File: src/rtl/reaction_score_keeper_pkg.sv
`default_nettype none
// ============================================================================
// Module      : reaction_score_keeper_pkg
// Description : Shared view encodings, BCD constants and small BCD helper
//               functions for the reaction score keeper.
// Revision    : 1.0 - initial release
// ============================================================================
package reaction_score_keeper_pkg;

  // Display view selector encodings
  typedef enum logic [1:0] {
    VIEW_LIVE = 2'b00,
    VIEW_BEST = 2'b01,
    VIEW_HIST = 2'b10,
    VIEW_CNT  = 2'b11
  } view_e;

  localparam logic [15:0] c_BLANK_BCD = 16'hFFFF;  // decoder blanks nibble F
  localparam logic [15:0] c_BCD_SAT   = 16'h9999;  // saturated timer reading
  localparam logic [7:0]  c_CNT_MAX   = 8'h99;     // trial count ceiling (BCD)

  // True when every nibble of a 4-digit word is a legal decimal digit
  function automatic logic bcd_is_valid(input logic [15:0] v);
    logic ok;
    ok = 1'b1;
    for (int i = 0; i < 4; i++) begin
      if (v[i*4 +: 4] > 4'd9) ok = 1'b0;
    end
    return ok;
  endfunction

  // Two-digit BCD increment that holds at 99
  function automatic logic [7:0] bcd2_inc_sat(input logic [7:0] v);
    logic [7:0] r;
    if (v == c_CNT_MAX)       r = v;
    else if (v[3:0] == 4'd9)  r = {v[7:4] + 4'd1, 4'd0};
    else                      r = {v[7:4], v[3:0] + 4'd1};
    return r;
  endfunction

endpackage
`default_nettype wire

File: src/rtl/reaction_score_keeper_if.sv
`default_nettype none
// ============================================================================
// Module      : reaction_score_keeper_if
// Description : Control/data bundle between the timer/front panel and the
//               score keeper.
//   bcd_in   timer digits {d3,d2,d1,d0}      done      timer stop flag
//   clr      sync clear (debounced)          view      display selector
//   hist_idx history entry (0 = newest)      disp_bcd  word to scan driver
//   new_best best-updated pulse              overflow  newest entry is 9999
//   bad_digit sticky malformed-capture flag
//   master : source side (drives inputs)     slave : score keeper side
// Revision    : 1.0 - initial release
// ============================================================================
interface reaction_score_keeper_if #(
  parameter int IDX_W = 2
);
  logic [15:0]      bcd_in;
  logic             done;
  logic             clr;
  logic [1:0]       view;
  logic [IDX_W-1:0] hist_idx;
  logic [15:0]      disp_bcd;
  logic             new_best;
  logic             overflow;
  logic             bad_digit;

  modport master (
    output bcd_in, done, clr, view, hist_idx,
    input  disp_bcd, new_best, overflow, bad_digit
  );

  modport slave (
    input  bcd_in, done, clr, view, hist_idx,
    output disp_bcd, new_best, overflow, bad_digit
  );
endinterface
`default_nettype wire

File: src/rtl/reaction_score_keeper_bcd4_lt.sv
`default_nettype none
// ============================================================================
// Module      : bcd4_lt
// Description : Combinational 4-digit BCD a < b comparator.
//   a, b  in  16  {d3,d2,d1,d0} BCD words
//   lt    out 1   a is strictly less than b
// Revision    : 1.0 - initial release
// ============================================================================
module bcd4_lt (
  input  wire logic [15:0] a,
  input  wire logic [15:0] b,
  output logic             lt
);
  // Most-significant differing digit decides; equal words give 0.
  always_comb begin
    lt = 1'b0;
    for (int i = 3; i >= 0; i--) begin
      if (a[i*4 +: 4] != b[i*4 +: 4]) begin
        lt = (a[i*4 +: 4] < b[i*4 +: 4]);
        break;
      end
    end
  end
endmodule
`default_nettype wire

File: src/rtl/reaction_score_keeper.sv
`default_nettype none
// ============================================================================
// Module      : reaction_score_keeper
// Description : Captures frozen reaction times on the rising stop flag, keeps
//               a circular history, the best valid time and a BCD trial
//               count, and drives a selected BCD word to the display.
//   sysclk  in  system clock, rising edge
//   rst_n   in  async active-low reset
//   bus     slave side of reaction_score_keeper_if
// Revision    : 1.0 - initial release
// ============================================================================
module reaction_score_keeper
  import reaction_score_keeper_pkg::*;
#(
  parameter int          HIST_DEPTH = 4,
  parameter int          IDX_W      = 2,
  parameter logic [15:0] BLANK_BCD  = c_BLANK_BCD
) (
  input  wire logic                 sysclk,
  input  wire logic                 rst_n,
  reaction_score_keeper_if.slave    bus
);

  logic             r_done_meta, r_done_s, r_done_q;
  logic [15:0]      r_hist [HIST_DEPTH];
  logic [IDX_W-1:0] r_wr_ptr;
  logic [15:0]      r_best;
  logic             r_has_best;
  logic [7:0]       r_count;
  logic [15:0]      r_disp;
  logic             r_new_best;
  logic             r_overflow;
  logic             r_bad_digit;

  logic             w_cap_evt;
  logic             w_lt;
  logic             w_best_upd;
  logic [IDX_W-1:0] w_rd_idx;
  logic [15:0]      w_disp_nxt;

  // Synchroniser and edge detector keep running through clr.
  always_ff @(posedge sysclk or negedge rst_n) begin
    if (!rst_n) begin
      r_done_meta <= 1'b0;
      r_done_s    <= 1'b0;
      r_done_q    <= 1'b0;
    end else begin
      r_done_meta <= bus.done;
      r_done_s    <= r_done_meta;
      r_done_q    <= r_done_s;
    end
  end

  assign w_cap_evt = r_done_s & ~r_done_q;

  bcd4_lt u_best_cmp (
    .a  (bus.bcd_in),
    .b  (r_best),
    .lt (w_lt)
  );

  // A saturated reading never qualifies as a best time.
  assign w_best_upd = (bus.bcd_in != c_BCD_SAT) && (!r_has_best || w_lt);

  // Newest entry sits one behind the write pointer; power-of-2 depth wraps.
  assign w_rd_idx = r_wr_ptr - IDX_W'(1) - bus.hist_idx;

  always_comb begin
    w_disp_nxt = BLANK_BCD;
    case (view_e'(bus.view))
      VIEW_LIVE: w_disp_nxt = bus.bcd_in;
      VIEW_BEST: w_disp_nxt = r_has_best ? r_best : BLANK_BCD;
      VIEW_HIST: w_disp_nxt = r_hist[w_rd_idx];
      VIEW_CNT:  w_disp_nxt = {8'hFF, r_count};
      default:   w_disp_nxt = BLANK_BCD;
    endcase
  end

  always_ff @(posedge sysclk or negedge rst_n) begin
    if (!rst_n) begin
      for (int i = 0; i < HIST_DEPTH; i++) r_hist[i] <= BLANK_BCD;
      r_wr_ptr    <= '0;
      r_best      <= BLANK_BCD;
      r_has_best  <= 1'b0;
      r_count     <= 8'h00;
      r_disp      <= 16'h0000;
      r_new_best  <= 1'b0;
      r_overflow  <= 1'b0;
      r_bad_digit <= 1'b0;
    end else if (bus.clr) begin
      // Clear wins over a coincident capture; that event is lost.
      for (int i = 0; i < HIST_DEPTH; i++) r_hist[i] <= BLANK_BCD;
      r_wr_ptr    <= '0;
      r_best      <= BLANK_BCD;
      r_has_best  <= 1'b0;
      r_count     <= 8'h00;
      r_disp      <= 16'h0000;
      r_new_best  <= 1'b0;
      r_overflow  <= 1'b0;
      r_bad_digit <= 1'b0;
    end else begin
      r_new_best <= 1'b0;
      r_disp     <= w_disp_nxt;
      if (w_cap_evt) begin
        if (!bcd_is_valid(bus.bcd_in)) begin
          r_bad_digit <= 1'b1;
        end else begin
          r_hist[r_wr_ptr] <= bus.bcd_in;
          r_wr_ptr         <= r_wr_ptr + IDX_W'(1);
          r_count          <= bcd2_inc_sat(r_count);
          r_overflow       <= (bus.bcd_in == c_BCD_SAT);
          if (w_best_upd) begin
            r_best     <= bus.bcd_in;
            r_has_best <= 1'b1;
            r_new_best <= 1'b1;
          end
        end
      end
    end
  end

  assign bus.disp_bcd  = r_disp;
  assign bus.new_best  = r_new_best;
  assign bus.overflow  = r_overflow;
  assign bus.bad_digit = r_bad_digit;

endmodule
`default_nettype wire
File: src/flat_wrapper.sv
// flat-port wrapper written by rule: the top's interface ports become plain ports
module reaction_score_keeper_flat import reaction_score_keeper_pkg::*;
#(
  parameter int          HIST_DEPTH = 4,
  parameter int          IDX_W      = 2,
  parameter logic [15:0] BLANK_BCD  = c_BLANK_BCD
)
  (sysclk, rst_n, bus_bcd_in, bus_done, bus_clr, bus_view, bus_hist_idx, bus_disp_bcd, bus_new_best, bus_overflow, bus_bad_digit);
  reaction_score_keeper_if #(.IDX_W(IDX_W)) bus_i ();
  input  wire logic sysclk;
  input  wire logic rst_n;
  input wire logic [$bits(bus_i.bcd_in)-1:0] bus_bcd_in;
  input wire logic [$bits(bus_i.done)-1:0] bus_done;
  input wire logic [$bits(bus_i.clr)-1:0] bus_clr;
  input wire logic [$bits(bus_i.view)-1:0] bus_view;
  input wire logic [$bits(bus_i.hist_idx)-1:0] bus_hist_idx;
  output wire logic [$bits(bus_i.disp_bcd)-1:0] bus_disp_bcd;
  output wire logic [$bits(bus_i.new_best)-1:0] bus_new_best;
  output wire logic [$bits(bus_i.overflow)-1:0] bus_overflow;
  output wire logic [$bits(bus_i.bad_digit)-1:0] bus_bad_digit;
  assign bus_i.bcd_in = bus_bcd_in;
  assign bus_i.done = bus_done;
  assign bus_i.clr = bus_clr;
  assign bus_i.view = bus_view;
  assign bus_i.hist_idx = bus_hist_idx;
  assign bus_disp_bcd = bus_i.disp_bcd;
  assign bus_new_best = bus_i.new_best;
  assign bus_overflow = bus_i.overflow;
  assign bus_bad_digit = bus_i.bad_digit;
  reaction_score_keeper #(.HIST_DEPTH(HIST_DEPTH), .IDX_W(IDX_W), .BLANK_BCD(BLANK_BCD)) u_core (.sysclk(sysclk), .rst_n(rst_n), .bus(bus_i));
endmodule
File: config.mk
export PLATFORM = sky130hd
export DESIGN_NAME = reaction_score_keeper_flat
export DESIGN_NICKNAME = d
export VERILOG_FILES = /design/src/rtl/reaction_score_keeper_pkg.sv /design/src/rtl/reaction_score_keeper_if.sv /design/src/rtl/reaction_score_keeper_bcd4_lt.sv /design/src/rtl/reaction_score_keeper.sv /design/src/flat_wrapper.sv
export SDC_FILE = /design/constraint.sdc
export NUM_CORES = 1
export LEC_CHECK = 0
export ABC_AREA = 1
export BUFFER_PORTS_ARGS = -buffer_cell sky130_fd_sc_hd__buf_2
export CAP_MARGIN = 30
export CORE_AREA = 2 2 127 129
export CTS_CLUSTER_SIZE = 10
export DETAILED_ROUTE_END_ITERATION = 8
export DIE_AREA = 0 0 129 131
export MAX_ROUTING_LAYER = met4
export SETUP_SLACK_MARGIN = 0.3
export SLEW_MARGIN = 20
export SYNTH_ARGS = -nofsm -noshare
export SYNTH_HDL_FRONTEND = slang
export SYNTH_HIERARCHICAL = 1
export SYNTH_SLANG_ARGS = --single-unit
File: constraint.sdc
create_clock -name sysclk -period 4.51 [get_ports sysclk]
set_clock_uncertainty 0.1 [all_clocks]
set_input_delay 0.902 -clock sysclk [delete_from_list [all_inputs] [get_ports sysclk]]
set_output_delay 0.902 -clock sysclk [all_outputs]
set_load 0.02 [all_outputs]
==> results of run 1 <==
==> worst max-delay path by stage <==
stage | end | slack (ns) | depth (start not counted)
floorplan | u_core/r_best[10]$_DFFE_PN1P_ | 1.91 | 13
global placement | u_core/r_best[4]$_DFFE_PN1P_ | 1.49 | 15
detailed placement | u_core/r_best[12]$_DFFE_PN1P_ | 1.47 | 15
CTS | u_core/r_best[9]$_DFFE_PN1P_ | 1.92 | 15
global route | u_core/r_best[9]$_DFFE_PN1P_ | 1.67 | 14
finish | u_core/r_best[7]$_DFFE_PN1P_ | 1.84 | 15
==> cell type report <==
type	count	share of cell area
well taps	216	0.0350
inverters	74	0.0360
multi-input cells	687	0.437
flip-flops and latches	113	0.379
repair buffers	50	0.0412
clock inverters	7	0.0114
clock buffers	25	0.0603
==> power groups by stage <==
stage | Combinational [W] | Clock, W | Sequential [W]
global route | 0.000535 | 0.00135 | 0.00124
finish | 0.000470 | 0.00128 | 0.00122
CTS | 0.000469 | 0.00130 | 0.00122
detailed placement | 0.000467 | 0 | 0.00123
global placement | 0.000458 | 0 | 0.00123
floorplan | 0.000304 | 0 | 0.00123
==> critical path, cell delays in order <==
cell and delay, ns:
sky130_fd_sc_hd__buf_2 0.12, sky130_fd_sc_hd__inv_1 0.06, sky130_fd_sc_hd__ha_1 0.29, sky130_fd_sc_hd__nand2_1 0.06, sky130_fd_sc_hd__nor2_1 0.04, sky130_fd_sc_hd__nor2b_2 0.14
sky130_fd_sc_hd__nand2_1 0.06, sky130_fd_sc_hd__nand3_1 0.08, sky130_fd_sc_hd__nand2_1 0.07, sky130_fd_sc_hd__nand2_1 0.04, sky130_fd_sc_hd__or2_2 0.31, sky130_fd_sc_hd__nand2_1 0.07
sky130_fd_sc_hd__nand2_1 0.39, sky130_fd_sc_hd__nand4_1 0.23, sky130_fd_sc_hd__nand2_1 0.07
==> Yosys cell counts, types with 9 or more instances <==
| cell type | number | area share |
|---|---|---|
| sky130_fd_sc_hd__buf_2 | 9 | 0.0066 |
| sky130_fd_sc_hd__nand4_1 | 16 | 0.015 |
| sky130_fd_sc_hd__clkbuf_1 | 29 | 0.016 |
| sky130_fd_sc_hd__a21oi_1 | 17 | 0.012 |
| sky130_fd_sc_hd__dfstp_2 | 80 | 0.31 |
| sky130_fd_sc_hd__nor2_1 | 41 | 0.022 |
| sky130_fd_sc_hd__nand2_1 | 326 | 0.18 |
| sky130_fd_sc_hd__inv_1 | 66 | 0.036 |
| sky130_fd_sc_hd__buf_6 | 9 | 0.015 |
| sky130_fd_sc_hd__o21ai_0 | 120 | 0.088 |
| sky130_fd_sc_hd__ha_1 | 25 | 0.046 |
| sky130_fd_sc_hd__nand3_1 | 76 | 0.056 |
| sky130_fd_sc_hd__dfrtp_1 | 33 | 0.12 |
| sky130_fd_sc_hd__o21ai_1 | 24 | 0.018 |
==> registers in the layout (all words and copies together), names as in the netlist <==
signal                cells
u_core/r_hist            64
u_core/bus.disp_bcd      16
u_core/r_best            16
u_core/r_count            8
u_core/r_wr_ptr           2
u_core/bus.bad_digit      1
u_core/bus.new_best       1
u_core/bus.overflow       1
u_core/r_done_meta        1
u_core/r_done_q           1
u_core/r_done_s           1
u_core/r_has_best         1
==> routing by layer <==
metal | vias to the layer above | wire (µm)
met3 | 37 | 1090
met4 | 0 | 418
met1 | 2981 | 9370
met2 | 204 | 9220
met5 | - | 0
li1 | 3054 | -
==> cell families after synthesis <==
| group | count (synthesis) | share of synthesized area |
|---|---|---|
| AO/OA/AOI/OAI | 178 | 0.136 |
| AND/OR/NAND/NOR | 480 | 0.306 |
| XOR/XNOR | 4 | 0.00511 |
| adder cells (fa/ha/maj) | 25 | 0.0457 |
| flip-flops | 113 | 0.427 |
| buffers and inverters | 125 | 0.0806 |
==> placed cells by master, fill, tap and decap left out, drive strengths merged, types with 4 or more instances in the layout <==
master,count
nand2,330
inv,72
o22ai,7
ha,25
xor2,4
a21oi,18
nor2,50
dfrtp,33
buf,50
o21ai,145
dfstp,80
nand3,76
clkbuf,25
clkinv,6
nand4,17
==> stage by stage <==
stage | setup slack, ns | power [W]
6_report | 1.84 | 0.00297
5_1_grt | 1.67 | 0.00312
4_1_cts | 1.92 | 0.00299
3_5_place_dp | 1.47 | 0.00170
3_3_place_gp | 1.49 | 0.00169
2_1_floorplan | 1.91 | 0.00154
==> impl_metrics.json, run 1 <==
{
  "number_of_buffers_on_the_longest_clock_path": 2,
  "cts_setup_buffers": 0,
  "row_count": 46,
  "floorplan.initialDensity": 0.439,
  "globalRoute.totalOverflow": 0,
  "critical_path.reg2reg.startpoint": "u_core/r_best[7]$_DFFE_PN1P_",
  "antenna-diode-count": 0,
  "clk_transition_reported_paths_ns": 0.06,
  "final-max-slew-violation-count": 0,
  "internal_power_w": 0.00214,
  "post_drt_via_cell_ratio": 5.35,
  "rr_worst_depth": 14,
  "startpoint": "bus_bcd_in[4]",
  "setup-violations-final": 0,
  "regToRegSetupSlack_ns": 1.88,
  "grt_util_met3": 0.0419,
  "floorplan.die.height_um": 131,
  "flow.area_growth_from_synthesis_pct": 12.7,
  "placement.cell_area_um2": 7160,
  "timing.setup.critical_path_class": "input pin to register",
  "avgSynthCellArea_um2": 7.40,
  "timing.critical_path.to_type": "register",
  "min_delay_worst_endpoint": "u_core/r_done_s$_DFF_PN0_",
  "maximum_ir_drop_on_the_vdd_rail_uv": 307,
  "dr.first_iter.drc_count": 570,
  "min-delay-start": "u_core/r_done_meta$_DFF_PN0_",
  "synthCells": 925,
  "grtUsageMet2": 0.385,
  "cts_hold_repair.buffers": 0,
  "syn-cell-area_um2": 6850,
  "dr.pass1.iters": 5,
  "timing.final.hold_violations": 0,
  "post_route_cells_drive_above_1_share": 0.190,
  "number_of_nets_in_the_layout": 992,
  "timing.fmax_ghz": 0.374,
  "crit_fanout": 16,
  "cp-start-kind": "input pin",
  "synth_top_flop_cell": "sky130_fd_sc_hd__dfstp_2",
  "final.hold.worst_slack_ns": 0.251,
  "switching_power_w": 0.000831,
  "final_core_utilization": 0.495,
  "number_of_fill_cells": 1555,
  "drv_cap": 0,
  "synth-edff-count": 0,
  "cts_tree": "done",
  "dpl.cell_count": 1140,
  "arrival_ns": 2.93,
  "cts_sinks": 113,
  "critPathRequiredTime_ns": 4.77,
  "p_per_area_nw_per_um2": 385,
  "seq_power_share": 0.411,
  "postCtsResizedCells": 0,
  "final_cell_count_no_fill": 1172,
  "hp-class": "register to register",
  "clock_power_share": 0.431,
  "cts-root-buf": "sky130_fd_sc_hd__clkbuf_16",
  "slew-limit-headroom": 0.411,
  "grt_start_max_net_pins": 109,
  "async_set_or_reset_flop_fraction_in_the_synthesized_netlist": 1.00,
  "power_frac_comb": 0.158,
  "die_w_um": 129,
  "grt_pass1_vias": 5953,
  "worstReg2RegEnd": "u_core/r_best[7]$_DFFE_PN1P_",
  "totalWireLength_um": 20100,
  "cts-buffers-inserted": 17,
  "initial_antenna_violation_count": 0,
  "yosysWarningCount": 6,
  "grt_pass1_wl_um": 32000,
  "die_area_um2": 16900,
  "period_utilization_post_route": 0.593,
  "setup_repair_after_global_routing_missed_its_margin": "false",
  "vias": 6276,
  "max_slew.worst_pin.slew_ns": 0.884,
  "wl_per_cell_um": 17.1,
  "dp.final_hpwl_um": 13000,
  "placement.io_buffers": 42,
  "grt_util_met1": 0.349,
  "min_period_ns": 2.67,
  "synthesis_stage_register_bit_count": 113,
  "status": "completed",
  "tns_ns": 0,
  "insertion_delay_ns": 0.43,
  "synth_cell_types": 36,
  "synth_sequential_area_ratio": 0.427,
  "global_route.usage.total": 0.257,
  "swShare": 0.280,
  "core_area_um2": 15600,
  "cts_htree_levels": 4,
  "multi_input_combinational_cell_area_um2": 3370,
  "gpl.final_weighted_congestion": 0.848,
  "final_area_um2": 7720,
  "route.detailed.drc": 0,
  "min_delay_path_depth": 0,
  "ant_nets": 0,
  "syn_nets": 974,
  "regArea_um2": 2930,
  "pin_count": 43,
  "p_leak_nw": 3.79,
  "grt_busiest_layer": "met2"
}
Note: power is estimated with default switching activity, not from simulation.
==> inputs of run 2 (changes only) <==
==> constraint.sdc (replaced) <==
create_clock -name sysclk -period 2.2 [get_ports sysclk]
set_clock_uncertainty 0.1 [all_clocks]
set_input_delay 0.44 -clock sysclk [delete_from_list [all_inputs] [get_ports sysclk]]
set_output_delay 0.44 -clock sysclk [all_outputs]
set_load 0.02 [all_outputs]
==> run 2 against run 1 <==
Net effect: combinational power grew 140%; die area did not move; sequential power is 100% higher; routed wire length is 3.7% higher; utilization is 5.2 points higher; register-to-register slack worse by 1.8 ns; non-clock buffer count rose by 62; clock power is 130% higher; worst setup slack got worse by 1.8 ns; sequential cell count did not move; first-iteration DRC count is 4.2% higher; largest cell class unchanged; largest power group unchanged.
==> impl_metrics.json, run 2 (same netlist as run 1, synthesis figures left out) <==
{
  "row_count": 46,
  "dr.pass1.iters": 6,
  "max_slew.worst_pin.slew_ns": 0.621,
  "largest_register_ffs": 64,
  "timing.final.hold_violations": 0,
  "drv_cap": 0,
  "flow.area_growth_from_synthesis_pct": 24.6,
  "wl_per_cell_um": 16.9,
  "placement.io_buffers": 42,
  "internal_power_w": 0.00477,
  "hp-class": "input pin to register",
  "power_frac_comb": 0.171,
  "timing.critical_path.to_type": "register",
  "crit_fanout": 5,
  "cts_sinks": 113,
  "critPathRequiredTime_ns": 2.47,
  "status": "completed",
  "grt_start_max_net_pins": 80,
  "vias": 6557,
  "global_route.usage.total": 0.265,
  "gpl.final_weighted_congestion": 0.873,
  "final_area_um2": 8530,
  "cts-buffers-inserted": 17,
  "grt_pass1_vias": 6134,
  "insertion_delay_ns": 0.42,
  "place_worst_setup_slack_ns": -0.00453,
  "die_w_um": 129,
  "cts_tree": "done",
  "arrival_ns": 2.41,
  "final_cell_count_no_fill": 1234,
  "placement.cell_area_um2": 7650,
  "layout_common_cells": "322 x sky130_fd_sc_hd__nand2_1, 120 x sky130_fd_sc_hd__o21ai_0, 80 x sky130_fd_sc_hd__dfstp_2",
  "min_delay_path_depth": 1,
  "route.detailed.drc": 0,
  "rr_worst_depth": 12,
  "timing.setup.critical_path_class": "register to register",
  "p_per_area_nw_per_um2": 774,
  "switching_power_w": 0.00184,
  "p_leak_nw": 4.18,
  "totalWireLength_um": 20800,
  "setup_slack_ns": 0.0517,
  "timing.fmax_ghz": 0.465,
  "floorplan.die.height_um": 131,
  "floorplan.initialDensity": 0.439,
  "grt_pass1_wl_um": 33100,
  "pin_count": 43,
  "ant_nets": 0,
  "final_core_utilization": 0.547,
  "number_of_buffers_on_the_longest_clock_path": 2,
  "largest-register": "u_core/r_hist",
  "post_drt_via_cell_ratio": 5.31,
  "post_route_cells_drive_above_1_share": 0.275,
  "number_of_fill_cells": 1457,
  "die_area_um2": 16900,
  "dr.first_iter.drc_count": 594,
  "antenna-diode-count": 0,
  "maximum_ir_drop_on_the_vdd_rail_uv": 639,
  "cts-root-buf": "sky130_fd_sc_hd__clkbuf_16",
  "period_utilization_post_route": 0.976,
  "dpl.cell_count": 1192,
  "regArea_um2": 2930,
  "clock_power_share": 0.451,
  "multi_input_combinational_cell_area_um2": 3540,
  "final-max-slew-violation-count": 0,
  "slew-limit-headroom": 0.584,
  "initial_antenna_violation_count": 0,
  "number_of_nets_in_the_layout": 1054,
  "swShare": 0.279,
  "setup_repair_after_global_routing_missed_its_margin": "true",
  "globalRoute.totalOverflow": 0,
  "mostFrequentLayoutCell": "sky130_fd_sc_hd__nand2_1",
  "setup-violations-final": 0,
  "min_period_ns": 2.15,
  "cp-start-kind": "register",
  "seq_power_share": 0.378,
  "dp.final_hpwl_um": 13900,
  "cts_htree_levels": 4,
  "core_area_um2": 15600,
  "clk_transition_reported_paths_ns": 0.06
}
==> run 2: area by class of cell <==
type                       count  area share
clock inverter                12      0.0213
multi-input combinational    687       0.415
timing repair buffer         112       0.103
clock buffer                  20      0.0535
sequential                   113       0.343
inverter                      74      0.0326
tap                          216      0.0317
==> run 2: path summary, 6_finish.rpt <==
| check | from | end | slack, ns |
|---|---|---|---|
| max | u_core/r_best[15]$_DFFE_PN1P_ | u_core/r_best[0]$_DFFE_PN1P_ | 0.05 |
| min | bus_done | u_core/r_done_meta$_DFF_PN0_ | 0.03 |
| max reg2reg | u_core/r_best[15]$_DFFE_PN1P_ | u_core/r_best[0]$_DFFE_PN1P_ | 0.05 |
| min reg2reg | u_core/r_done_meta$_DFF_PN0_ | u_core/r_done_s$_DFF_PN0_ | 0.26 |
| max in group asynchronous | rst_n | u_core/r_hist[61]$_DFFE_PN1P_ | 1.00 |
| min in group asynchronous | rst_n | u_core/r_wr_ptr[0]$_DFFE_PN0P_ | 0.38 |
==> run 2: repair_timing <==
item / in CTS / in global routing
resized for setup: 14 / 17
gates cloned: 2 / 0
endpoints found under the hold margin: 17 / 0
buffers inserted: 3 / 4
endpoints found under the setup margin: 18 / 70
pin swaps: 16 / 17
hold buffers: 1 / 0
==> run 2: critical path, stage by stage, from the launching register on <==
cell and delay [ns]:
sky130_fd_sc_hd__dfstp_2 0.54, sky130_fd_sc_hd__inv_1 0.04, sky130_fd_sc_hd__ha_1 0.29, sky130_fd_sc_hd__nand2_1 0.05
sky130_fd_sc_hd__inv_1 0.07, sky130_fd_sc_hd__nand3_1 0.12, sky130_fd_sc_hd__nand3_1 0.15, sky130_fd_sc_hd__nand2_1 0.06
sky130_fd_sc_hd__or2_4 0.24, sky130_fd_sc_hd__nand4_4 0.13, sky130_fd_sc_hd__buf_6 0.15, sky130_fd_sc_hd__nand3_2 0.06
sky130_fd_sc_hd__nand2_1 0.08
==> run 2: power groups by stage <==
stage | Clock (W) | Combinational, W | Sequential [W]
final | 0.00298 | 0.00113 | 0.00250
after global routing | 0.00313 | 0.00126 | 0.00252
after CTS | 0.00304 | 0.00109 | 0.00249
after detailed placement | 0 | 0.00105 | 0.00252
after global placement | 0 | 0.00104 | 0.00252
after floorplan | 0 | 0.000635 | 0.00253
==> run 2: per-stage QoR <==
| step | hold slack (ns) | TNS [ns] | power [W] |
|---|---|---|---|
| final | 0.0253 | 0 | 0.00661 |
| after global routing | 0.0230 | -1.26 | 0.00691 |
| after CTS | 0.0115 | 0 | 0.00663 |
| after detailed placement | 0.256 | -0.00652 | 0.00357 |
| after global placement | 0.251 | 0 | 0.00356 |
| after floorplan | 0.0444 | 0 | 0.00317 |
==> run 2: routing by layer <==
| metal | track usage | up-vias | routed length (µm) |
|---|---|---|---|
| met3 | 0.0452 | 25 | 1290 |
| met2 | 0.418 | 232 | 9880 |
| met1 | 0.354 | 3108 | 9380 |
| met5 | - | - | 0 |
| li1 | - | 3192 | - |
| met4 | 0.0735 | 0 | 274 |
==> inputs of run 3 (changes only) <==
--- a/config.mk
+++ b/config.mk
@@ -5,13 +5,12 @@
 export SDC_FILE = /design/constraint.sdc
 export NUM_CORES = 1
 export LEC_CHECK = 0
-export ABC_AREA = 1
 export BUFFER_PORTS_ARGS = -buffer_cell sky130_fd_sc_hd__buf_2
 export CAP_MARGIN = 30
-export CORE_AREA = 2 2 127 129
+export CORE_AREA = 2 2 123 125
 export CTS_CLUSTER_SIZE = 10
 export DETAILED_ROUTE_END_ITERATION = 8
-export DIE_AREA = 0 0 129 131
+export DIE_AREA = 0 0 125 127
 export MAX_ROUTING_LAYER = met4
 export SETUP_SLACK_MARGIN = 0.3
 export SLEW_MARGIN = 20
==> constraint.sdc (replaced) <==
create_clock -name sysclk -period 2.7 [get_ports sysclk]
set_clock_uncertainty 0.1 [all_clocks]
set_input_delay 0.54 -clock sysclk [delete_from_list [all_inputs] [get_ports sysclk]]
set_output_delay 0.54 -clock sysclk [all_outputs]
set_load 0.02 [all_outputs]
==> run 3 against run 2 <==
Net effect: first-iteration DRC count shrank 42%; cell count shrank 29%; non-clock buffer count is 45 lower; worst hold slack better by 0.0063 ns; fmax is 13% lower; routed wire length down 20%; die area decreased by 6.1%; total power fell by 30%; sequential share of layout area increased by 4.1 points; critical path depth decreased by 2; critical endpoint is now u_core/r_best[2]$_DFFE_PN1P_; largest cell class unchanged; largest power group unchanged.
==> impl_metrics.json, run 3 <==
{
  "hp-class": "input pin to asynchronous set/reset pin",
  "die_w_um": 125,
  "regArea_um2": 2930,
  "grt_pass1_vias": 4871,
  "dr.first_iter.drc_count": 343,
  "synthesis_stage_register_bit_count": 113,
  "crit_slowest_cell": "sky130_fd_sc_hd__dfstp_2",
  "cts_tree": "done",
  "cts_hold_repair.buffers": 0,
  "p_leak_nw": 3.66,
  "synth_common_cells": "122 x sky130_fd_sc_hd__nor2_1, 88 x sky130_fd_sc_hd__mux2i_1, 80 x sky130_fd_sc_hd__dfstp_2",
  "grt_pass1_wl_um": 27100,
  "timing.fmax_ghz": 0.406,
  "global_route.usage.total": 0.226,
  "cts-buffers-inserted": 17,
  "critical_path_depth": 10,
  "max_slew.worst_pin.slew_ns": 0.755,
  "ant_nets": 0,
  "core_area_um2": 14400,
  "floorplan.die.height_um": 127,
  "dp.final_hpwl_um": 11200,
  "placement.io_buffers": 42,
  "synth_sequential_area_ratio": 0.454,
  "critPathRequiredTime_ns": 2.95,
  "grt_util_met1": 0.291,
  "setup-violations-final": 0,
  "slew-limit-headroom": 0.496,
  "row_count": 44,
  "final-max-slew-violation-count": 0,
  "gpl.final_weighted_congestion": 0.926,
  "avgSynthCellArea_um2": 10.3,
  "arrival_ns": 2.71,
  "post_route_cells_drive_above_1_share": 0.305,
  "setup_repair_after_global_routing_missed_its_margin": "true",
  "post_drt_via_cell_ratio": 5.61,
  "cp-endpoint": "u_core/r_best[2]$_DFFE_PN1P_",
  "route.detailed.drc": 0,
  "grt_util_met3": 0.0473,
  "p_per_area_nw_per_um2": 611,
  "insertion_delay_ns": 0.42,
  "synthDominantAreaCellType": "sky130_fd_sc_hd__dfstp_2",
  "yosys.cell_count.top_type": "sky130_fd_sc_hd__nor2_1",
  "flow.area_growth_from_synthesis_pct": 18.2,
  "cts-root-buf": "sky130_fd_sc_hd__clkbuf_16",
  "synth_top_flop_cell": "sky130_fd_sc_hd__dfstp_2",
  "syn-cell-area_um2": 6440,
  "layout_common_cells": "122 x sky130_fd_sc_hd__nor2_1, 88 x sky130_fd_sc_hd__mux2i_1, 80 x sky130_fd_sc_hd__dfstp_2",
  "synth_top_area_frac": 0.326,
  "pin_count": 43,
  "cts_sinks": 113,
  "worst_path_dominant_cell_family": "compound AO/OA/AOI/OAI gates",
  "crit_fanout": 8,
  "tns_ns": 0,
  "yosysWarningCount": 6,
  "synth-edff-count": 0,
  "startpoint": "u_core/r_best[5]$_DFFE_PN1P_",
  "number_of_fill_cells": 1288,
  "number_of_nets_in_the_layout": 722,
  "synthCells": 628,
  "cts_setup_buffers": 0,
  "dr.pass1.iters": 5,
  "critical_path.reg2reg.startpoint": "u_core/r_best[5]$_DFFE_PN1P_",
  "cp-start-kind": "register",
  "die_area_um2": 15900,
  "cts_htree_levels": 4,
  "final_core_utilization": 0.528,
  "async_set_or_reset_flop_fraction_in_the_synthesized_netlist": 1.00,
  "multi_input_combinational_cell_area_um2": 3250,
  "vias": 4881,
  "wl_per_cell_um": 19.2,
  "totalWireLength_um": 16700,
  "timing.critical_path.to_type": "register",
  "worstReg2RegEnd": "u_core/r_best[2]$_DFFE_PN1P_",
  "timing.final.hold_violations": 0,
  "regToRegSetupSlack_ns": 0.24,
  "mostFrequentLayoutCell": "sky130_fd_sc_hd__nor2_1",
  "initial_antenna_violation_count": 0,
  "grtUsageMet2": 0.362,
  "maximum_ir_drop_on_the_vdd_rail_uv": 472,
  "status": "completed",
  "grt_busiest_layer": "met2",
  "syn_nets": 677,
  "timing.setup.critical_path_class": "register to register",
  "globalRoute.totalOverflow": 0,
  "min_period_ns": 2.46,
  "synth_area_leaders": "sky130_fd_sc_hd__dfstp_2 33%, sky130_fd_sc_hd__mux2i_1 14%, sky130_fd_sc_hd__dfrtp_1 13%",
  "synth_cell_types": 55,
  "period_utilization_post_route": 0.913,
  "floorplan.initialDensity": 0.447,
  "antenna-diode-count": 0,
  "clk_transition_reported_paths_ns": 0.05,
  "rr_worst_depth": 10,
  "grt_start_max_net_pins": 55,
  "path_buf_inv": 2,
  "number_of_buffers_on_the_longest_clock_path": 2,
  "drv_cap": 0,
  "largest-register": "u_core/r_hist",
  "crit_chain": "inv_2 > ha_4 > nor2b_4 > o21a_1 > o21ai_2 > a221oi_2 > o31ai_2 > o2111ai_2 > clkbuf_16 > mux2i_1",
  "worst_path_largest_cell_delay_ns": 0.55,
  "largest_register_ffs": 64
}
## run 3: worst min-delay path by stage
| stage | to | startpoint | cells after the start | slack, ns |
|---|---|---|---|---|
| after floorplan | u_core/bus.bad_digit$_DFFE_PN0P_ | rst_n | 0 | 0.14 |
| after global placement | u_core/r_done_s$_DFF_PN0_ | u_core/r_done_meta$_DFF_PN0_ | 0 | 0.23 |
| after detailed placement | u_core/r_done_s$_DFF_PN0_ | u_core/r_done_meta$_DFF_PN0_ | 0 | 0.24 |
| after CTS | u_core/r_done_s$_DFF_PN0_ | rst_n | 1 | 0.04 |
| after global routing | u_core/r_done_q$_DFF_PN0_ | rst_n | 1 | 0.06 |
| final | u_core/r_done_s$_DFF_PN0_ | rst_n | 1 | 0.03 |
## run 3: what timing repair did
| item | 4_1_cts | 5_1_grt |
|---|---|---|
| pin swaps | 0 | 0 |
| gates cloned | 0 | 1 |
| gates resized for setup | 1 | 7 |
| setup endpoints to repair | 16 | 17 |
## run 3: kinds of logic (layout without fill, tap and decap cells)
| group | Yosys count | after routing | share of synthesized area |
|---|---|---|---|
| flip-flops | 113 | 113 | 0.454 |
| AND/OR/NAND/NOR | 219 | 219 | 0.162 |
| buffers and inverters | 67 | 125 | 0.0499 |
| AO/OA/AOI/OAI | 97 | 97 | 0.0996 |
| XOR/XNOR | 3 | 3 | 0.00738 |
| multiplexers | 104 | 104 | 0.179 |
| adder cells (fa/ha/maj) | 25 | 25 | 0.0485 |
## run 3: layout make-up
| class | instances | share of cell area |
|---|---|---|
| clock inverter | 11 | 0.0264 |
| inverter | 26 | 0.0128 |
| clock buffer | 21 | 0.0605 |
| tap | 184 | 0.0302 |
| timing repair buffer | 67 | 0.0585 |
| sequential | 113 | 0.384 |
| multi-input combinational | 448 | 0.427 |
## run 3: per-stage QoR
stage / total power, W / cell area (µm²) / instances / worst slack, ns / hold slack, ns
after floorplan: 0.00200 / 6440 / 628 / 0.301 / 0.144
after global placement: 0.00216 / 6870 / 837 / 0.153 / 0.234
after detailed placement: 0.00217 / 6870 / 837 / 0.0829 / 0.236
after CTS: 0.00470 / 7540 / 869 / 0.285 / 0.0411
after global routing: 0.00484 / 7620 / 870 / 0.136 / 0.0619
final: 0.00466 / 7620 / 870 / 0.236 / 0.0317
## run 3: power by group
part / switching (W) / internal, W / leakage [nW]
Combinational: 0.000270 / 0.000129 / 2.07
Clock: 0.000810 / 0.00169 / 0.318
Sequential: 0.0000141 / 0.00174 / 1.27
## run 3: layer usage
layer  vias to the layer above  part of all wire  routed length, µm
li1                       2323                 -                  -
met1                      2433              0.45               7590
met2                       105              0.50               8340
met3                        20             0.033                552
met4                         0             0.015                248
met5                         -                 0                  0
